`config.mk`:
```
export PLATFORM = sky130hd
export DESIGN_NAME = vend_txn_controller
export DESIGN_NICKNAME = d
export VERILOG_FILES = /design/src/rtl/vend_txn_controller.sv
export SDC_FILE = /design/constraint.sdc
export NUM_CORES = 1
export LEC_CHECK = 0
export ABC_AREA = 0
export BUFFER_PORTS_ARGS = -buffer_cell sky130_fd_sc_hd__buf_4
export CELL_PAD_IN_SITES_DETAIL_PLACEMENT = 0
export CELL_PAD_IN_SITES_GLOBAL_PLACEMENT = 1
export CORE_UTILIZATION = 30
export DETAILED_ROUTE_END_ITERATION = 10
export PLACE_DENSITY = 0.58
export RECOVER_POWER = 100
export SYNTH_ARGS = -nofsm -noshare
export SYNTH_HDL_FRONTEND = slang
export SYNTH_SLANG_ARGS = --single-unit
```
`constraint.sdc`:
```
create_clock -name clk -period 3.7 [get_ports clk]
set_input_delay 0.555 -clock clk [delete_from_list [all_inputs] [get_ports clk]]
set_output_delay 0.555 -clock clk [all_outputs]
set_load 0.01 [all_outputs]
```
`src/rtl/vend_txn_controller.sv`:
```
// Vending transaction sequencer: collects credit, issues one datapath lookup/debit per selection,
// then sequences dispense, change return and the error light.
module vend_txn_controller #(
  parameter int CREDIT_W   = 4,
  parameter int MAX_CREDIT = 15,
  parameter int IDLE_TO    = 1000,
  parameter int ACK_TO     = 64,
  parameter int ERR_HOLD   = 8
) (
  input  logic                clk,
  input  logic                rst_n,
  input  logic                coin_valid,
  input  logic [CREDIT_W-1:0] coin_value,
  output logic                coin_reject,
  input  logic                sel_valid,
  input  logic [2:0]          sel_code,
  input  logic [3:0]          sel_qty,
  input  logic                cancel,
  output logic                dp_req,
  output logic [2:0]          dp_code,
  output logic [3:0]          dp_qty,
  output logic [CREDIT_W-1:0] dp_credit,
  input  logic                dp_ack,
  input  logic                dp_ok,
  input  logic [7:0]          dp_cost,
  output logic                dispense,
  output logic [2:0]          dispense_code,
  output logic [3:0]          dispense_qty,
  output logic                change_valid,
  output logic [CREDIT_W-1:0] change_amount,
  input  logic                change_taken,
  output logic [CREDIT_W-1:0] credit,
  output logic                red_light,
  output logic                busy
);

  typedef enum logic [2:0] {
    S_IDLE     = 3'd0,
    S_COLLECT  = 3'd1,
    S_REQ      = 3'd2,
    S_WAIT     = 3'd3,
    S_DISPENSE = 3'd4,
    S_CHANGE   = 3'd5,
    S_ERROR    = 3'd6
  } state_t;

  // One timer is shared by COLLECT, WAIT and ERROR since they are mutually exclusive.
  localparam int TMR_MAX0 = (IDLE_TO > ACK_TO) ? IDLE_TO : ACK_TO;
  localparam int TMR_MAX  = (TMR_MAX0 > ERR_HOLD) ? TMR_MAX0 : ERR_HOLD;
  localparam int TMR_W    = $clog2(TMR_MAX + 1);

  localparam logic [TMR_W-1:0]    IDLE_LAST = TMR_W'(IDLE_TO - 1);
  localparam logic [TMR_W-1:0]    ACK_LAST  = TMR_W'(ACK_TO - 1);
  localparam logic [TMR_W-1:0]    ERR_LAST  = TMR_W'(ERR_HOLD - 1);
  localparam logic [CREDIT_W:0]   MAX_C     = (CREDIT_W + 1)'(MAX_CREDIT);

  state_t              state_q, state_d;
  logic [CREDIT_W-1:0] credit_q, credit_d;
  logic [TMR_W-1:0]    timer_q, timer_d;
  logic [2:0]          code_q, code_d;
  logic [3:0]          qty_q, qty_d;
  logic [CREDIT_W-1:0] dpcred_q, dpcred_d;
  logic [2:0]          disp_code_q, disp_code_d;
  logic [3:0]          disp_qty_q, disp_qty_d;
  logic                coin_reject_q, coin_reject_d;
  logic                dp_req_q, dp_req_d;
  logic                dispense_q, dispense_d;
  logic                change_valid_q, change_valid_d;
  logic [CREDIT_W-1:0] change_amount_q, change_amount_d;
  logic                red_light_q, red_light_d;
  logic                busy_q, busy_d;

  logic [CREDIT_W:0]   coin_sum_s;
  logic                coin_open_s;
  logic                coin_ok_s;
  logic [CREDIT_W-1:0] credit_in_s;
  logic                cost_ok_s;

  assign coin_sum_s  = {1'b0, credit_q} + {1'b0, coin_value};
  assign coin_open_s = (state_q == S_IDLE) || (state_q == S_COLLECT);
  assign coin_ok_s   = coin_valid && coin_open_s && (coin_sum_s <= MAX_C);
  assign credit_in_s = coin_ok_s ? coin_sum_s[CREDIT_W-1:0] : credit_q;
  assign cost_ok_s   = (dp_cost <= 8'(credit_q));

  // Next-state, datapath latches and registered-output values.
  always_comb begin
    state_d     = state_q;
    credit_d    = credit_in_s;
    timer_d     = timer_q;
    code_d      = code_q;
    qty_d       = qty_q;
    dpcred_d    = dpcred_q;
    disp_code_d = disp_code_q;
    disp_qty_d  = disp_qty_q;

    case (state_q)
      S_IDLE: begin
        if (coin_ok_s) begin
          state_d = S_COLLECT;
          timer_d = '0;
        end else begin
          state_d = S_IDLE;
        end
      end
      S_COLLECT: begin
        if (cancel) begin
          state_d = S_CHANGE;
        end else if (sel_valid && (sel_qty != 4'd0)) begin
          code_d   = sel_code;
          qty_d    = sel_qty;
          dpcred_d = credit_in_s;
          state_d  = S_REQ;
        end else if (coin_valid || sel_valid) begin
          timer_d = '0;
        end else if (timer_q == IDLE_LAST) begin
          state_d = S_CHANGE;
        end else begin
          timer_d = timer_q + {{(TMR_W-1){1'b0}}, 1'b1};
        end
      end
      S_REQ: begin
        state_d = S_WAIT;
        timer_d = '0;
      end
      S_WAIT: begin
        if (dp_ack) begin
          if (dp_ok && cost_ok_s) begin
            credit_d    = credit_q - dp_cost[CREDIT_W-1:0];
            disp_code_d = code_q;
            disp_qty_d  = qty_q;
            state_d     = S_DISPENSE;
          end else begin
            state_d = S_ERROR;
            timer_d = '0;
          end
        end else if (timer_q == ACK_LAST) begin
          state_d = S_ERROR;
          timer_d = '0;
        end else begin
          timer_d = timer_q + {{(TMR_W-1){1'b0}}, 1'b1};
        end
      end
      S_DISPENSE: begin
        if (credit_q != '0) begin
          state_d = S_CHANGE;
        end else begin
          state_d = S_IDLE;
        end
      end
      S_CHANGE: begin
        if (change_taken) begin
          credit_d = '0;
          state_d  = S_IDLE;
        end else begin
          state_d = S_CHANGE;
        end
      end
      S_ERROR: begin
        if (timer_q == ERR_LAST) begin
          state_d = S_COLLECT;
          timer_d = '0;
        end else begin
          timer_d = timer_q + {{(TMR_W-1){1'b0}}, 1'b1};
        end
      end
      default: begin
        state_d  = S_IDLE;
        credit_d = '0;
        timer_d  = '0;
      end
    endcase

    coin_reject_d   = coin_valid && !coin_ok_s;
    dp_req_d        = (state_d == S_REQ);
    dispense_d      = (state_d == S_DISPENSE);
    change_valid_d  = (state_d == S_CHANGE);
    change_amount_d = change_valid_d ? credit_d : '0;
    red_light_d     = (state_d == S_ERROR);
    busy_d          = state_d inside {S_REQ, S_WAIT, S_DISPENSE, S_CHANGE, S_ERROR};
  end

  // State, credit, latches and outputs all register together.
  always_ff @(posedge clk or negedge rst_n) begin
    if (!rst_n) begin
      state_q         <= S_IDLE;
      credit_q        <= '0;
      timer_q         <= '0;
      code_q          <= 3'd0;
      qty_q           <= 4'd0;
      dpcred_q        <= '0;
      disp_code_q     <= 3'd0;
      disp_qty_q      <= 4'd0;
      coin_reject_q   <= 1'b0;
      dp_req_q        <= 1'b0;
      dispense_q      <= 1'b0;
      change_valid_q  <= 1'b0;
      change_amount_q <= '0;
      red_light_q     <= 1'b0;
      busy_q          <= 1'b0;
    end else begin
      state_q         <= state_d;
      credit_q        <= credit_d;
      timer_q         <= timer_d;
      code_q          <= code_d;
      qty_q           <= qty_d;
      dpcred_q        <= dpcred_d;
      disp_code_q     <= disp_code_d;
      disp_qty_q      <= disp_qty_d;
      coin_reject_q   <= coin_reject_d;
      dp_req_q        <= dp_req_d;
      dispense_q      <= dispense_d;
      change_valid_q  <= change_valid_d;
      change_amount_q <= change_amount_d;
      red_light_q     <= red_light_d;
      busy_q          <= busy_d;
    end
  end

  assign coin_reject   = coin_reject_q;
  assign dp_req        = dp_req_q;
  assign dp_code       = code_q;
  assign dp_qty        = qty_q;
  assign dp_credit     = dpcred_q;
  assign dispense      = dispense_q;
  assign dispense_code = disp_code_q;
  assign dispense_qty  = disp_qty_q;
  assign change_valid  = change_valid_q;
  assign change_amount = change_amount_q;
  assign credit        = credit_q;
  assign red_light     = red_light_q;
  assign busy          = busy_q;

endmodule
```
==> results of run 1 <==
## cell families (layout without fill, tap and decap cells)
| family | Yosys count | after routing | synth area share [%] |
|---|---|---|---|
| xor+xnor | 3 | 3 | 1.05 |
| compound gates | 63 | 63 | 20.2 |
| simple gates | 70 | 70 | 16.7 |
| flops | 45 | 45 | 45.0 |
| buf+inv | 19 | 83 | 3.20 |
| mux | 14 | 14 | 6.30 |
| fa+ha+maj | 14 | 14 | 7.60 |
## flip-flops by register name, indices dropped and copies added, names as in the netlist
name,flops
dispense_qty,4
state_q,3
dispense,1
timer_q,10
dp_qty,4
coin_reject,1
dispense_code,3
dp_code,3
credit,4
busy,1
change_valid,1
change_amount,4
red_light,1
dp_req,1
dp_credit,4
## final cells by class
class	count	area (µm²)
fillers	834	4870
multi-input cells	164	1270
flip-flops and latches	45	1130
repair buffers	62	334
well taps	102	128
clock buffers	5	68.8
inverters	13	48.8
clock inverters	3	43.8
## report_power, final
group	internal [µW]	leakage [µW]	total [µW]	switching [µW]
Clock	203	0.0000585	383	181
Sequential	619	0.000596	730	110
Combinational	342	0.000719	811	470
## critical path: cells and delay by family (launching register included)
kind / cells / cell delay, ns
fa+ha+maj: 2 / 0.67
flops: 1 / 0.46
compound gates: 5 / 1.74
## routing by layer
layer  global-route usage (%)  up-vias  share of wire (%)
met5                        0        -                  0
met4                     4.62        0                1.3
met3                     3.09        7                4.6
met2                     23.4       46                 44
met1                     22.0      946                 50
li1                         -      970                  -
## cells in the final DEF (no fill, tap or decap), drive strengths merged, types with 4 or more instances in the layout
cell    Yosys  final
buf         2     26
a21o        4      4
a31oi       4      4
a211o       5      5
nand3       7      7
nand2      14     14
inv        13     14
dfrtp      45     45
a22o        4      4
clkbuf      4     41
nor2       15     15
a21oi       9      9
mux2       14     14
o31ai       6      6
o22ai       5      5
nand2b      4      4
ha         12     12
nor2b       7      7
o21ai      12     12
## how the worst max path moves through the flow
stage	from	to	slack, ns	cells after the start
floorplan	coin_value[0]	timer_q[3]	1.18	8
global placement	coin_value[0]	timer_q[4]	0.91	8
detailed placement	coin_value[0]	timer_q[4]	0.87	8
CTS	credit[0]	timer_q[4]	1.03	7
global route	credit[0]	timer_q[9]	0.52	7
finish	credit[0]	timer_q[4]	0.73	7
## metrics by stage
stage | instances | utilization [%] | setup WS, ns | power [µW]
global placement | 386 | 38.8 | 0.908 | 1660
global route | 394 | 38.3 | 0.523 | 2090
floorplan | 228 | - | 1.18 | 1310
finish | 394 | 38.3 | 0.732 | 1920
CTS | 394 | 40.3 | 1.03 | 2060
detailed placement | 386 | 38.8 | 0.874 | 1660
==> out/results.ini, run 1 <==
[cts]
cts.repair.resized=0
cts_tree=yes
cts_root_buf=clkbuf_8
cts_inserted_buffers=5
postCtsSetupBuffers=0
cts_sinks=45
cts_buffer_depth=2
clk_pin_slew_ns=0.09
cts_hold_buf=0
htree_levels=2
clkLatencyLatePin_ns=0.30

[hold_path]
worstHoldEndpoint=dp_code[0]
hp-start=sel_code[0]
hold_class=input port to flip-flop
min_path_cells=2

[synthesis]
synthMostInstantiatedCell=dfrtp_1
syn-instance-count=228
ys_ff_latch=45
syn_area_mm2=0.00250
synth.area.top_cells=dfrtp_1 45%, mux2_2 6.3%, ha_1 6.0%
ys_seq_area_share_pct=45.0
syn_avg_cell_area_um2=11.0
yosys.area.top_type=dfrtp_1
synth_enable_flop_cells=0
synth_top_area_share_pct=45.0
synthTopCellsByCount=45 x dfrtp_1, 15 x nor2_1, 14 x mux2_2, 14 x nand2_1, 13 x inv_1
ys_async_sr_fraction_pct=100
ys_warn_count=0
synth_flop_cell=dfrtp_1
synthesis.nets=269
ys_types=53

[grt]
antenna_found_initial=0
grt_max_degree=46
grt_pass1_wl_um=10300
grt_util_all_layers_pct=15.4
grt_pass1_vias=2044
grt-ovfl-total=0

[floorplanning]
die_area_mm2=0.00871
die_h_um=93.3
fp.coreArea_mm2=0.00789
die_w_um=93.3
ios=59
row_count=32
start_util_pct=31.7

[finish]
insertedDiodeCount=0
synthToLayoutAreaGrowth_pct=20.6
postLayoutCellArea_mm2=0.00302
drive_gt1_share_pct=19.5
final_nets=332

[route]
antenna_left=0
vias=1969
drt_iter0_drc=72
vias_per_cell=5.00
drt-total-wl_um=6150
drt-wirelength-per-cell_um=15.6
dr.pass1.iters=4
drc=0

[setup_path]
crit_path_end_kind=flip-flop
rrSetupSlack_ns=0.73
cp-start-kind=flip-flop
worst_path_largest_cell_delay_ns=0.65
worstReg2RegEnd=timer_q[4]
arrival_ns=3.17
crit_type=flip-flop to flip-flop
required_ns=3.90
worstRegToRegCells=7
cp_slowest_cell=a21oi_1
r2r-start=credit[0]
worst-path-max-fanout=13
crit_path_cell_trace=ha_1 -> fa_1 -> a21o_1 -> a21oi_1 -> a221oi_2 -> a211o_1 -> a22o_1

[placement]
gp_congestion=0.774
io_buffer_count=58
place_area_mm2=0.00306
place_hpwl_um=4600

[timing]
rsz0062_at_grt=no
slew_headroom_pct=-65.6
min_period_ns=2.97
setup_viol_count_final=0
period_share_pct=80.2
setup-tns-final_ns=0
final_hold_viol_count=0
worstMarginPinSlew_ns=2.48
drv_slew=46
timing.hold.ws_ns=0.477
fmax_mhz=337
skew_ns=0.00275

[job]
maxCapViolations=1

[pwr]
powerDensity_mw_per_mm2=638
irDropWorstVdd_v=0.000234
power.leakage_uw=0.00137

[outcome]
status=finished with violations
violations=max-capacitance violations, max-slew violations

No activity file was read; power rests on OpenSTA's default activity.
==> run 2: changes to the inputs <==
clock period = 3 ns   (was 3.7 ns; I/O delays follow)
==> out/results.ini, run 2 (synthesized netlist as in run 1, its figures left out) <==
[placement]
io_buffer_count=58  ; unchanged
place_area_mm2=0.00309  ; +0.73%
place_hpwl_um=4500  ; -2.3%
dp_slack_ns=0.370  ; -0.504 ns
gp_congestion=0.758  ; -2.1%
dp.cells=389  ; +0.78%

[route]
drt-wirelength-per-cell_um=15.4  ; -1.0%
drc=0  ; unchanged
vias_per_cell=5.07  ; +1.5%
vias=2013  ; +2.2%
dr.pass1.iters=4  ; unchanged
drt_iter0_drc=102  ; +42%
antenna_left=0  ; unchanged
drt-total-wl_um=6130  ; -0.26%

[finish]
postLayoutCellArea_mm2=0.00304  ; +0.79%
mostFrequentLayoutCell=dfrtp_1
drive_gt1_share_pct=20.0  ; +0.48 points
largest_register_ff_count=10  ; unchanged
final_nets=335  ; +0.90%
finalNonFillerCells=397  ; +0.76%
synthToLayoutAreaGrowth_pct=21.6
final_cell_mix=45 x dfrtp_1, 37 x clkbuf_1, 27 x buf_4
insertedDiodeCount=0  ; unchanged
largest-register=timer_q

[cts]
cts_tree=yes
cts_buffer_depth=2  ; unchanged
clkLatencyLatePin_ns=0.30  ; about the same
cts_sinks=45  ; unchanged
postCtsSetupBuffers=0  ; unchanged
htree_levels=2  ; unchanged
clk_pin_slew_ns=0.10  ; about the same
cts_inserted_buffers=5  ; unchanged
cts.repair.resized=0  ; unchanged
cts_root_buf=clkbuf_8
cts_hold_buf=0  ; unchanged

[grt]
grt_max_degree=46  ; unchanged
grt_pass1_wl_um=10200  ; -1.5%
antenna_found_initial=0  ; unchanged
grt_pass1_vias=1990  ; -2.6%
grt-ovfl-total=0  ; unchanged
grt_util_all_layers_pct=15.2  ; -0.26 points

[setup_path]
cp-start-kind=flip-flop
crit_type=flip-flop to flip-flop
required_ns=3.17  ; -0.73 ns
r2r-start=credit[0]
worst-path-max-fanout=7  ; -6
arrival_ns=2.73  ; -0.44 ns
crit_path_end_kind=flip-flop
cp-startpoint=credit[0]

[timing]
fin_ws_ns=0.436  ; -0.296 ns
setup_viol_count_final=0  ; unchanged
period_share_pct=85.5  ; +5.2 points
drv_slew=0  ; -100%
final_hold_viol_count=0  ; unchanged
worstMarginPinSlew_ns=1.17  ; -1.32 ns
slew_headroom_pct=22.2  ; +88 points
min_period_ns=2.56  ; -0.404 ns
setup-tns-final_ns=0  ; unchanged
skew_ns=0.00672  ; +0.00397 ns
fmax_mhz=390  ; +16%
rsz0062_at_grt=no

[floorplanning]
die_w_um=93.3  ; unchanged
die_h_um=93.3  ; unchanged
ios=59  ; unchanged
start_util_pct=31.7  ; unchanged
row_count=32  ; unchanged
fp.coreArea_mm2=0.00789  ; unchanged
die_area_mm2=0.00871  ; unchanged

[pwr]
power.leakage_uw=0.00138  ; +0.25%
irDropWorstVdd_v=0.000334  ; +43%
powerDensity_mw_per_mm2=784  ; +23%

[hold_path]
hold_class=input port to async pin

[outcome]
status=complete, no violations

[job]
maxCapViolations=0  ; -1

-- run 2: changes by cell type in the layout (fill, tap and decap cells not counted), sizes merged --
cell    previous run  this run
clkbuf            41        44
buf               26        27
inv               14        13
-- run 2: final cells by class --
| type | instances | area [µm²] |
|---|---|---|
| multi-input cells | 164 | 1280 |
| well taps | 102 | 128 |
| flip-flops and latches | 45 | 1130 |
| fillers | 822 | 4850 |
| repair buffers | 65 | 348 |
| clock buffers | 6 | 72.6 |
| clock inverters | 2 | 38.8 |
| inverters | 13 | 48.8 |
-- run 2: final timing paths --
check / slack (ns) / endpoint / cells after the start
min: 0.37 / dp_req / 1
min reg2reg: 0.49 / dp_credit[0] / 2
max reg2reg: 0.44 / credit[0] / 8
max in group asynchronous: 1.93 / timer_q[0] / 1
min in group clk: 0.37 / dp_code[2] / 2
max: 0.44 / credit[0] / 8
-- run 2: routing by layer --
layer / part of all wire (%) / GRT usage [%] / up-vias
met4: 1.3 / 4.62 / 0
met1: 51 / 22.7 / 965
met3: 5.2 / 2.85 / 7
li1: - / - / 984
met5: 0 / 0 / -
met2: 43 / 21.9 / 57
-- run 2: per-stage QoR --
step | hold WS, ns | power, µW | utilization [%]
final | 0.365 | 2390 | 38.6
after global placement | 0.461 | 2070 | 39.1
after detailed placement | 0.475 | 2050 | 39.1
after floorplan | 0.154 | 1620 | -
after global routing | 0.355 | 2560 | 38.6
after CTS | 0.162 | 2540 | 40.5
-- run 2: report_power, final --
| part | switching [µW] | internal, µW |
|---|---|---|
| clock network | 226 | 251 |
| logic | 600 | 423 |
| registers | 121 | 764 |
| total | 948 | 1440 |
-- run 2: worst max-delay path, cell delays in order, from the launching register on --
cell and delay (ns):
dfrtp_1 0.46, ha_1 0.24, fa_1 0.43, a21o_1 0.19
a21oi_2 0.31, clkbuf_1 0.27, nor2_1 0.06, a21oi_1 0.33
o22ai_1 0.14
